**config.mk**
```make
export PLATFORM = sky130hd
export DESIGN_NAME = req_issuer
export DESIGN_NICKNAME = d
export VERILOG_FILES = /design/src/rtl/req_issuer.sv
export SDC_FILE = /design/constraint.sdc
export NUM_CORES = 1
export LEC_CHECK = 0
export BUFFER_PORTS_ARGS = -buffer_cell sky130_fd_sc_hd__buf_2
export CAP_MARGIN = 20
export CORE_AREA = 2 2 61 74
export CTS_CLUSTER_SIZE = 10
export DETAILED_ROUTE_END_ITERATION = 12
export DIE_AREA = 0 0 63 76
export HOLD_SLACK_MARGIN = 0.12
export PLACE_DENSITY = 0.73
export SETUP_SLACK_MARGIN = 0.4
export SLEW_MARGIN = 20
export SYNTH_ARGS = -nofsm -noshare
export SYNTH_HDL_FRONTEND = slang
export SYNTH_SLANG_ARGS = --single-unit
```
**constraint.sdc**
```tcl
create_clock -name clk -period 2.6 [get_ports clk]
set_input_delay 0.52 -clock clk [delete_from_list [all_inputs] [get_ports clk]]
set_output_delay 0.52 -clock clk [all_outputs]
set_load 0.02 [all_outputs]
```
**src/rtl/req_issuer.sv**
```systemverilog
// Request-issue stage for the ssy grant block: buffers a count of pending jobs,
// pulses request while ssy is idle, retires one job per grant and flags missed grants.
module req_issuer #(
    parameter int MAX_PEND = 7,
    parameter int TIMEOUT  = 16,
    parameter int CNT_W    = 16
) (
    input  logic             clk,
    input  logic             reset,
    input  logic             job_valid,
    output logic             job_ready,
    input  logic             idle,
    input  logic             granted,
    output logic             request,
    output logic [7:0]       pending,
    output logic [CNT_W-1:0] grant_cnt,
    output logic             timeout_err
);

    typedef enum logic [1:0] {
        S_ARM,
        S_REQ,
        S_WAIT
    } state_t;

    state_t           state_reg;
    logic [7:0]       pending_reg;
    logic [7:0]       pending_next;
    logic [7:0]       timer_reg;
    logic [CNT_W-1:0] grant_cnt_reg;
    logic             request_reg;
    logic             timeout_err_reg;
    logic             accept;
    logic             retire;

    assign job_ready = (pending_reg != 8'(MAX_PEND));
    assign accept    = job_valid && job_ready;
    assign retire    = (state_reg == S_WAIT) && granted;

    // A simultaneous accept and retire cancel out.
    always_comb begin
        pending_next = pending_reg;
        if (accept && !retire) begin
            pending_next = pending_reg + 8'd1;
        end else if (retire && !accept) begin
            pending_next = pending_reg - 8'd1;
        end
    end

    always_ff @(posedge clk or posedge reset) begin
        if (reset) begin
            state_reg       <= S_ARM;
            pending_reg     <= 8'd0;
            timer_reg       <= 8'd0;
            grant_cnt_reg   <= '0;
            request_reg     <= 1'b0;
            timeout_err_reg <= 1'b0;
        end else begin
            pending_reg     <= pending_next;
            request_reg     <= 1'b0;
            timeout_err_reg <= 1'b0;
            case (state_reg)
                S_ARM: begin
                    if (pending_reg != 8'd0 && idle) begin
                        state_reg   <= S_REQ;
                        request_reg <= 1'b1;
                    end
                end
                S_REQ: begin
                    state_reg <= S_WAIT;
                    timer_reg <= 8'd0;
                end
                S_WAIT: begin
                    if (granted) begin
                        state_reg     <= S_ARM;
                        grant_cnt_reg <= grant_cnt_reg + CNT_W'(1);
                        timer_reg     <= 8'd0;
                    end else if (timer_reg == 8'(TIMEOUT - 1)) begin
                        // Job stays pending so ARM will retry it.
                        state_reg       <= S_ARM;
                        timeout_err_reg <= 1'b1;
                        timer_reg       <= 8'd0;
                    end else begin
                        timer_reg <= timer_reg + 8'd1;
                    end
                end
                default: begin
                    state_reg <= S_ARM;
                end
            endcase
        end
    end

    assign request     = request_reg;
    assign pending     = pending_reg;
    assign grant_cnt   = grant_cnt_reg;
    assign timeout_err = timeout_err_reg;

endmodule

```
Word level (Yosys, flattened, before mapping)
Cells that the tools add are included.
Word-level totals
  output and inout bits: 27
  logic and storage cells: 43
  bits of input ports: 5
  register bits after elaboration: 36
Cells by class
  add/subtract/negate cells: 4
  reduce and logical (&&, ||, !) cells: 13
  eq/ne operators: 6
  multiplexer cells: 14
Operators with widths (number)
  $mux 8: 4
  $add 16x1->16 const B: 1
  $add 8x1->8 const B: 2
  $pmux 8 s2: 1
  $eq 8x4->1 const B: 1
  $ne 8x3->1 const B: 1
  $reduce_bool 8->1: 1
  $sub 8x1->8 const B: 1
  $mux 2: 3
  $pmux 2 s3: 1
  $logic_and 1x1->1: 5
  $mux 1: 5
  $reduce_and 2->1: 2
  $reduce_bool 2->1: 2
  $ne 3x2->1 const B: 1
  $eq 2x1->1 const B: 1
  $eq 2x2->1 const B: 1
  $logic_not 1->1: 2
  $logic_not 2->1: 1
  $ne 2x2->1 const B: 1

Logic depth before layout (Yosys ltp)
  depth after elaboration: 6
  gate-level depth with buffers: 11

Worst setup path after synthesis
No wires, ideal clock.
  kind: register -> register
  start: register pending_reg[0], in the netlist pending[0]
  end: register pending_reg[7], in the netlist pending[7]
  path slack: -0.228 ns
  library setup time: 0.101 ns
  arrival: 2.728 ns
  buffers on the path: 0
  clock period less this slack: 2.828 ns
  cell stages (with the launch flop): 12
  cells stage by stage: dfrtp_1 -> and3_1 -> nand3_1 -> and2_1 -> ha_1 -> inv_1 -> ha_1 -> a211oi_2 -> nor3_1 -> a211oi_2 -> xnor2_1 -> o32ai_1
On the way
  word-level cells in the longest chain between the ends: 5
  elaborated cells on any way between the ends: 10
  those cells by class: add/sub: 2; eq/ne: 1; mux: 2; reduce/logical: 5
RTL lines
  start: declaration: line 27  | logic [7:0] pending_reg;
  start signal: assignment: line 59  | pending_reg <= pending_next;
  $ne 8x3->1 (*): line 36  | assign job_ready = (pending_reg != 8'(MAX_PEND));
  via job_ready: line 11  | output logic job_ready,
  $logic_and 1x1->1 (*): line 37  | assign accept = job_valid && job_ready;
  $logic_not 1->1: line 45  | end else if (retire && !accept) begin
  $logic_and 1x1->1: line 45
  $reduce_bool 2->1 (no line)
The timed path passes the listed nets; every way through them passes the cells marked *. The select of a mux whose other input is x is not followed.
A chain may end at the register's enable or synchronous reset.

Worst setup path in the final report
  start: register pending_reg[3], in the netlist pending[3]
  end: register pending_reg[7], in the netlist pending[7]
On the way
  word-level cells in the longest chain between the ends: 5
  elaborated cells on any way between the ends: 10
  those cells by class: add/sub: 2; eq/ne: 1; mux: 2; reduce/logical: 5
RTL lines
  parallel branches: the longest is 5 deep, another holds $sub 8x1->8
Parallel ways; which one is timed is not known. The select of a mux whose other input is x is not followed.

==> key figures <==
Run status
  – Outcome: complete, no violations

Worst setup path
  – Crit Path Max Fanout: 7
  – R2r endpoint: pending[7]
  – Critical Path End Type: flop
  – Crit path top cell by count: ha_4
  – Crit Path Category: reg2reg
  – Worst setup path startpoint: pending[3]
  – CP cell instances: nor3_4 > nand3_2 > and2_4 > ha_4 > clkinv_8 > ha_4 > a211oi_4 > nor3_2 > a211oi_2 > xnor2_1 > o32ai_1
  – CP max stage cell: dfrtp_2
  – R2R depth: 11
  – CP Capture Point: pending[7]
  – Worst R2R Setup Slack: about 0.36 ns
  – Critical path startpoint category: flop
  – Critical path arrival: 2.41 ns
  – Slowest stage delay, CP: 0.43 ns
  – R2R Path Start: pending[3]
  – Required time of the worst setup path: 2.77 ns

Hold path
  – Min-delay worst type: in2async

Yosys
  – Number of synthesized flops with an enable pin: 0
  – Flops & latches, synth: 36
  – Post-synth top area share: 45.8%
  – Synth Area in Simple Gates: roughly 17%
  – Post-synthesis mux area share: roughly 3.0%
  – Most area-consuming cells after synthesis: dfrtp_1 (46%), ha_1 (7.6%), xnor2_1 (7.1%)
  – Syn_area_per_cell: 10.2 um^2
  – XOR/XNOR Fraction of Synth Area: between 10% and 20%
  – Mapped Nets: 211
  – Asr flop ratio synth: 100%
  – Number of distinct library cells after synthesis: 38
  – Post-Synth Adder-Cell Area: 8.66%
  – Synth Area in Compound Gates: 12.7%
  – Mapped cell area: 1970 um^2
  – Yosys Warn Count: 0
  – Main synth FF type: dfrtp_1
  – Synth area leader: dfrtp_1
  – Mapped Cells: 193
  – Largest family of logic cells by synthesized area: simple AND/OR/NAND/NOR gates
  – Seq/Total Area, Yosys: 45.8%

Timing
  – Clock Skew: 0.00446 ns
  – Worst-margin pin slew: 0.440 ns
  – RSZ-0062 raised after global routing: true
  – Final Critical Period: ~2.2 ns
  – Final Hold Vio Count: 0
  – Final Max Tran Viols: 0
  – Final setup TNS: 0 ns
  – Max frequency: between 400 and 500 MHz
  – Max-slew headroom: 70.7%
  – Final worst-path cycle share: 86.1%
  – Final setup fails: 0

Drt
  – Antenna-violating nets left: 0
  – Drt total wl: 4000 um
  – Router iterations before antenna repair: 4
  – # DRC: 0
  – Via density: 5.16
  – Avg WL per Cell: about 14 um
  – DRT iter0 DRCs: 34
  – Via Count: ~1.5k

CTS
  – CTS Root Cell: clkbuf_8
  – Clock Sink Count: 36
  – Total CTS buffers: 5
  – Hold Buf Count CTS: 0
  – CTS tree: done
  – Worst-path clk slew: 0.07 ns
  – Worst-case clock buffer depth: 2
  – # H-tree levels: 2
  – Clk_lat worst skew: 0.27 ns

Place
  – Post-DP HPWL: between 2000 and 3000 um
  – Buffers added on ports: 31
  – GPL Wtd Cong: 0.804
  – Placed insts: 278

Cells and area
  – Post-route non-filler standard cell count: around 300
  – Most frequent cells in the layout: buf_2 (31), dfrtp_1 (30), nand2_1 (21)
  – Max reg flops: 16
  – # diodes: 0
  – Final #Nets: 256
  – Filler instances: 356
  – Most common cell after layout, fill and taps aside: buf_2
  – P&R area growth vs syn: 28.5%
  – Share of cells above drive strength 1: 36.0%

Die
  – I/O pin count: 32
  – Die W: 63 um
  – Starting Density: between 40 and 50%
  – Die footprint: 4790 um^2
  – Chip height: around 76 um
  – Core area: 4130 um^2
  – Core Rows: 26

Run
  – Max Cap Violations: 0

Pwr
  – Worst-case vdd ir drop: between 0.0006 and 0.0007 V
  – Pwr dens: 1080 nW/um^2
  – Leak: 1.15 nW

Global route
  – First-pass GRT wire length: 7000 um
  – Vias in the first global route: ~1.6k
  – Largest net degree at the start of global routing: 37
  – Initial antenna violation count: 0
  – Total GRT Usage: 18.2%
  – Global route overflow: 0
[routing by layer]
layer / part of all wire [%] / routed length [um] / global-route usage, %
met4: 1.5 / 61 / 5.33
met5: 0 / 0 / 0
met3: 3.7 / 149 / 4.43
met1: 43 / 1720 / 22.5
met2: 52 / 2070 / 31.3
[worst min-delay path by stage]
stage / startpoint / to / slack, ns
6_report: reset / timer_reg[7] / 0.34
5_1_grt: reset / timer_reg[7] / 0.37
4_1_cts: reset / timer_reg[4] / 0.35
3_5_place_dp: grant_cnt[15] / grant_cnt[15] / 0.46
3_3_place_gp: grant_cnt[15] / grant_cnt[15] / 0.46
2_1_floorplan: state_reg[1] / state_reg[1] / 0.48
[report_power, final]
part / switching [mW] / internal, mW / leakage [nW]
clock network: 0.172 / 0.216 / 0.0455
registers: 0.144 / 0.696 / 0.471
logic: 0.795 / 0.707 / 0.637
[what timing repair did]
| action | in CTS | in global routing |
|---|---|---|
| gates resized for setup | 9 | 9 |
| buffers inserted | 6 | 3 |
| endpoints found under the setup margin | 4 | 5 |
| pin swaps | 7 | 12 |
| endpoints found under the hold margin | 0 | 0 |
[worst max-delay path, delay by kind of cell, from the launching register on]
kind / cells / cell delay, ns
AO/OA/AOI/OAI: 3 / 0.63
XOR/XNOR: 1 / 0.08
adder cells (fa/ha/maj): 2 / 0.38
buffers and inverters: 1 / 0.09
flip-flops: 1 / 0.43
AND/OR/NAND/NOR: 4 / 0.53
[metrics by stage]
step / worst slack, ns / instance area (um^2) / hold WS (ns) / power (mW) / util [%]
3_3_place_gp: 0.191 / 2290 / 0.456 / 2.08 / 55.4
5_1_grt: 0.215 / 2520 / 0.370 / 2.97 / 61.1
6_report: 0.360 / 2520 / 0.339 / 2.73 / 61.1
4_1_cts: 0.330 / 2470 / 0.349 / 2.66 / 59.9
3_5_place_dp: 0.166 / 2290 / 0.465 / 2.10 / 55.4
2_1_floorplan: 0.233 / 2070 / 0.485 / 1.81 / -
[synth_stat cells (3+ instances only)]
cell type,n
dfrtp_1,36
nand2_1,22
xnor2_1,16
nand3_1,13
ha_1,12
nor2_1,11
o21ai_0,10
inv_1,9
a21oi_1,8
xor2_1,8
and3_1,6
nor3_1,4
o31ai_1,4
clkbuf_1,3
o21bai_1,3
[cell type report]
type | instances | area, um^2 | area share, %
clock buffers | 8 | 90.1 | 3.57
inverters | 9 | 46.3 | 1.83
multi-input cells | 145 | 1180 | 46.7
flip-flops and latches | 36 | 908 | 36.0
well taps | 56 | 70.1 | 2.78
repair buffers | 41 | 230 | 9.12
[cell families after synthesis]
family,Yosys count
buf+inv,12
compound gates,36
fa+ha+maj,13
xor+xnor,24
mux,5
flops,36
simple gates,67
Note: power is estimated with default switching activity, not from simulation.
